===== src/rtl/rf_wb_scheduler_pkg.sv =====
// Shared register-file constants and writeback source identifiers.
// The register bank and the writeback scheduler both size themselves from here.
package rf_pkg;

  localparam int NREGS = 32;
  localparam int AW    = 5;
  localparam int DW    = 32;

  typedef enum logic {
    SRC_ALU = 1'b0,
    SRC_MEM = 1'b1
  } src_e;

endpackage


===== src/rtl/rf_wb_scheduler_rr_arbiter2.sv =====
// Two-requester round-robin arbiter with a one-hot grant.
// The priority pointer only moves when both requesters compete.
module rr_arbiter2
  import rf_pkg::*;
(
  input  logic       clk,
  input  logic       rst,
  input  logic [1:0] req,
  output logic [1:0] grant
);

  src_e prio;

  always_comb begin
    // NOTE: every always_comb output gets a default first so no path can infer a latch.
    grant = 2'b00;
    unique case (req)
      2'b01:   grant = 2'b01;
      2'b10:   grant = 2'b10;
      2'b11:   grant = (prio == SRC_ALU) ? 2'b01 : 2'b10;
      default: grant = 2'b00;
    endcase
  end

  always_ff @(posedge clk) begin
    if (rst) begin
      prio <= SRC_ALU;
    end else if (req == 2'b11) begin
      prio <= (prio == SRC_ALU) ? SRC_MEM : SRC_ALU;
    end
  end

endmodule


===== src/rtl/rf_wb_scheduler.sv =====
// Register writeback scheduler: busy scoreboard for issue hazards, round-robin
// arbitration of the bank write port between ALU and MEM, registered write port.
module rf_wb_scheduler #(
  parameter int NREGS = rf_pkg::NREGS,
  parameter int AW    = rf_pkg::AW,
  parameter int DW    = rf_pkg::DW
) (
  input  logic          clk,
  input  logic          rst,
  input  logic          issue_valid,
  input  logic [AW-1:0] issue_rs1,
  input  logic [AW-1:0] issue_rs2,
  input  logic [AW-1:0] issue_rd,
  input  logic          issue_has_rd,
  output logic          issue_stall,
  input  logic          alu_wb_valid,
  input  logic [AW-1:0] alu_wb_rd,
  input  logic [DW-1:0] alu_wb_data,
  output logic          alu_wb_ready,
  input  logic          mem_wb_valid,
  input  logic [AW-1:0] mem_wb_rd,
  input  logic [DW-1:0] mem_wb_data,
  output logic          mem_wb_ready,
  output logic          rf_write,
  output logic [AW-1:0] rf_addr_d,
  output logic [DW-1:0] rf_data,
  output logic [AW:0]   busy_count,
  output logic          wb_err
);

  import rf_pkg::*;

  logic [NREGS-1:0] busy;
  logic [NREGS-1:0] busy_next;
  logic [1:0]       grant;
  logic             wb_fire;
  logic [AW-1:0]    wb_rd;
  logic [DW-1:0]    wb_data;
  logic             set_en;
  logic             clr_en;
  logic             cnt_inc;
  logic             cnt_dec;

  rr_arbiter2 u_arb (
    .clk   (clk),
    .rst   (rst),
    .req   ({mem_wb_valid, alu_wb_valid}),
    .grant (grant)
  );

  assign alu_wb_ready = grant[SRC_ALU];
  assign mem_wb_ready = grant[SRC_MEM];
  assign wb_fire      = |grant;
  assign wb_rd        = grant[SRC_MEM] ? mem_wb_rd   : alu_wb_rd;
  assign wb_data      = grant[SRC_MEM] ? mem_wb_data : alu_wb_data;

  // busy[0] is never set, so r0 operands and r0 destinations never stall.
  assign issue_stall = issue_valid &
                       (busy[issue_rs1] | busy[issue_rs2] | (issue_has_rd & busy[issue_rd]));

  assign set_en = issue_valid & ~issue_stall & issue_has_rd & (issue_rd != '0);
  // The bank captures the write on the same edge the scoreboard releases the register.
  assign clr_en = rf_write;

  always_comb begin
    busy_next = busy;
    if (clr_en) busy_next[rf_addr_d] = 1'b0;
    if (set_en) busy_next[issue_rd]  = 1'b1;
  end

  assign cnt_inc = set_en & ~busy[issue_rd];
  assign cnt_dec = clr_en & busy[rf_addr_d] & ~(set_en & (issue_rd == rf_addr_d));

  // NOTE: sequential state uses non-blocking assignments so every flop samples pre-edge values.
  always_ff @(posedge clk) begin
    if (rst) begin
      busy       <= '0;
      busy_count <= '0;
      rf_write   <= 1'b0;
      rf_addr_d  <= '0;
      rf_data    <= '0;
      wb_err     <= 1'b0;
    end else begin
      busy       <= busy_next;
      busy_count <= busy_count + (AW+1)'(cnt_inc) - (AW+1)'(cnt_dec);
      rf_write   <= wb_fire & (wb_rd != '0);
      if (wb_fire) begin
        rf_addr_d <= wb_rd;
        rf_data   <= wb_data;
      end
      if (wb_fire && (wb_rd != '0) && !busy[wb_rd]) wb_err <= 1'b1;
    end
  end

endmodule


===== config.mk =====
export PLATFORM = sky130hd
export DESIGN_NAME = rf_wb_scheduler
export DESIGN_NICKNAME = d
export VERILOG_FILES = /design/src/rtl/rf_wb_scheduler_pkg.sv /design/src/rtl/rf_wb_scheduler_rr_arbiter2.sv /design/src/rtl/rf_wb_scheduler.sv
export SDC_FILE = /design/constraint.sdc
export NUM_CORES = 1
export LEC_CHECK = 0
export CAP_MARGIN = 20
export CORE_MARGIN = 4
export CORE_UTILIZATION = 40
export DETAILED_ROUTE_END_ITERATION = 12
export PLACE_DENSITY = 0.67
export SYNTH_ARGS = -nofsm -noshare
export SYNTH_HDL_FRONTEND = slang
export SYNTH_SLANG_ARGS = --single-unit

===== constraint.sdc =====
create_clock -name clk -period 7.44 [get_ports clk]
set_input_delay 0.744 -clock clk [delete_from_list [all_inputs] [get_ports clk]]
set_output_delay 0.744 -clock clk [all_outputs]
set_load 0.01 [all_outputs]

==> flow_metrics.env <==
export IMPL_first_iter_violations=619
export IMPL_numCtsBuffers=9
export IMPL_coreArea_um2=13900
export IMPL_netSwitchingFraction_pct=30.6
export IMPL_hpwlAfterDp_mm=13.9
export IMPL_maxCapViolations=0
export IMPL_grt_pass1_vias=5574
export IMPL_clk_latency_ps=350
export IMPL_post_cts_repair_setup_buffers=0
export IMPL_rr_startpoint="busy[6]"
export IMPL_p_comb_share_pct=26.9
export IMPL_grt_max_degree=77
export IMPL_hold_class="register to register"
export IMPL_synth_top_area_cell="dfxtp_1"
export IMPL_grt_use_total_pct=23.5
export IMPL_fin_tns_setup_ps=0
export IMPL_postCtsHoldBufs=0
export IMPL_yosysWarnings=0
export IMPL_die_y_um=127
export IMPL_drt_pass1_iter_count=7
export IMPL_die_w_um=127
export IMPL_dr_total_vias=5753
export IMPL_drc=0
export IMPL_row_count=43
export IMPL_area_growth_pct=30.5
export IMPL_fmax_ghz=0.204
export IMPL_via_per_inst=6.16
export IMPL_overflow=0
export IMPL_cts_buffer_depth=2
export IMPL_worstPathArrival_ps=5100
export IMPL_antenna_found_initial=0
export IMPL_critPathLaunchType="input port"
export IMPL_cts_repair_resize_count=0
export IMPL_clock_sinks=78
export IMPL_cts_root_buffer_cell="clkbuf_16"
export IMPL_netlist_area_um2=5650
export IMPL_leakage_nw=2.67
export IMPL_setup_ws_ps=2550
export IMPL_pre_cts_ws_ps=2310
export IMPL_post_route_min_period_ps=4890
export IMPL_fillers=1257
export IMPL_slew_viol_final=0
export IMPL_path_class="input port to register"
export IMPL_postRouteAntennaNets=0
export IMPL_path_clk_slew_ps=60
export IMPL_io_buffers=142
export IMPL_diodes=0
export IMPL_maxSlewHeadroom_pct=26.2
export IMPL_p_clk_share_pct=34.4
export IMPL_dieArea_um2=16100
export IMPL_setup_viol=0
export IMPL_p_seq_share_pct=38.7
export IMPL_ys_ff_latch=78
export IMPL_worstSetupStartpoint="issue_rd[1]"
export IMPL_io_pins=143
export IMPL_nNetsFinal=851
export IMPL_worst_pin_slew_ps=1100
export IMPL_initial_utilization_pct=40.7
export IMPL_synth_net_count=746
export IMPL_place_congestion=0.965
export IMPL_synth_distinct_cells=64
export IMPL_p_per_area_nw_per_um2=166
export IMPL_synth_seq_area_share_pct=27.6
export IMPL_wire_per_inst_um=20.9
export IMPL_end_kind="register"
export IMPL_outcome="completed"
export IMPL_yosys_most_used_dff="dfxtp_1"
export IMPL_power_internal_uw=849
export IMPL_syn_area_per_cell_um2=8.77
export IMPL_grt_pass1_wl_mm=30.4
export IMPL_cts_tree="built"
export IMPL_fin_worst_skew_ps=9.22
export IMPL_synth_edf_count=0
export IMPL_synth_cells=644
export IMPL_grt_setup_unrepaired="no"
export IMPL_holdCritStartpoint="rf_data[26]"
export IMPL_min_period_over_period_pct=65.8
export IMPL_drive_gt1_share_pct=9.55
export IMPL_synth_top_area_share_pct=27.6
export IMPL_p_switching_uw=374
export IMPL_async_flop_share_pct=0
export IMPL_cts_max_level=3
export IMPL_synth_area_top_cells="dfxtp_1 28%, mux2i_1 14%, mux4_2 6.4%, a211oi_1 5.8%, nor2_1 4.3%"
export IMPL_vdd_drop_max_uv=104
export IMPL_finalWirelength_mm=19.5
export IMPL_hold_viol=0
export IMPL_path_max_fanout=21
export IMPL_critical_path_required_ps=7650
==> cells by family after synthesis <==
logic type      after synthesis  share of synthesized area, %
compound gates              161                          22.1
buf+inv                      74                          5.69
simple gates                214                          19.8
flops                        78                          27.6
mux                         104                          22.2
fa+ha+maj                     7                          1.68
xor+xnor                      6                         0.930
==> registers in the layout (all words and copies together) (netlist names) <==
register    cells
busy           32
busy_count      6
rf_addr_d       5
rf_data        32
rf_write        1
u_arb.prio      1
wb_err          1
==> per-stage QoR <==
step	hold slack [ps]	instance area, um^2	utilization, %	instances	power [mW]
global route	574	7380	53.1	934	1.28
global placement	537	7100	51.1	918	0.803
CTS	558	7380	53.1	934	1.23
floorplan	484	5650	-	644	0.658
detailed placement	541	7100	51.1	918	0.808
finish	554	7380	53.1	934	1.22
==> power groups by stage <==
stage | sequential (mW) | clock [mW] | combinational (mW)
finish | 0.474 | 0.421 | 0.329
global route | 0.478 | 0.444 | 0.353
global placement | 0.481 | 0 | 0.322
floorplan | 0.483 | 0 | 0.175
CTS | 0.474 | 0.425 | 0.328
detailed placement | 0.482 | 0 | 0.326
==> cells in the final DEF, fill, tap and decap left out, drive strengths merged, types with 20 or more instances in the layout <==
cell,n
dfxtp,78
clkdlybuf4s50,141
mux2i,80
nand2,30
or3,24
inv,20
nand3,24
o31ai,21
nor2,64
a211oi,44
==> area by class of cell <==
class	count	area, um^2	area share (%)
timing repair buffer	147	1450	19.7
inverter	21	80.1	1.09
multi-input combinational	492	3780	51.2
sequential	78	1560	21.2
tap	180	225	3.05
clock inverter	5	33.8	0.458
clock buffer	11	243	3.29
==> worst max-delay path, stage by stage <==
cell	delay, ps
clkdlybuf4s50_1	1200
mux2i_1	350
o22ai_1	130
nor4_1	270
mux2_2	340
nand2_1	80
buf_4	250
or3_1	350
ha_1	220
inv_1	70
ha_1	220
a21o_1	180
a21oi_1	210
o21bai_1	100
a21oi_1	180
xnor2_1	130
nor2_1	50
==> worst paths after layout <==
path / end / slack, ps / cells after the start
min: rf_data[26] / 550 / 2
max reg2reg: busy_count[5] / 3840 / 16
max: busy_count[5] / 2550 / 17
min reg2reg: rf_data[26] / 550 / 2
==> per-layer routing <==
metal / wire (um) / GRT usage (%) / vias up
met1: 8290 / 30.9 / 2742
met2: 9010 / 36.5 / 278
met3: 1350 / 5.56 / 70
li1: - / - / 2663
met5: 0 / 0 / -
met4: 851 / 11.2 / 0
==> synth_stat cells (4+ instances only) <==
| library cell | n |
|---|---|
| mux2i_1 | 80 |
| dfxtp_1 | 78 |
| nor2_1 | 64 |
| a211oi_1 | 44 |
| nand2_1 | 29 |
| clkbuf_1 | 25 |
| nand3_1 | 24 |
| or3_1 | 24 |
| inv_1 | 19 |
| o211ai_1 | 18 |
| o31ai_2 | 18 |
| buf_2 | 16 |
| mux4_2 | 16 |
| nor2b_1 | 14 |
| a21oi_1 | 13 |
| o22ai_1 | 12 |
| nand4_1 | 11 |
| buf_1 | 9 |
| nand3b_1 | 8 |
| o21ai_0 | 8 |
| and3_1 | 7 |
| mux2_2 | 7 |
| o21ai_1 | 7 |
| ha_1 | 6 |
| a2111oi_0 | 5 |
| a221oi_1 | 5 |
| nand2b_1 | 5 |
| nor3_1 | 5 |
| nor3b_1 | 5 |
| a21boi_0 | 4 |
| xor2_1 | 4 |
Power figures use the tool's default switching activity.
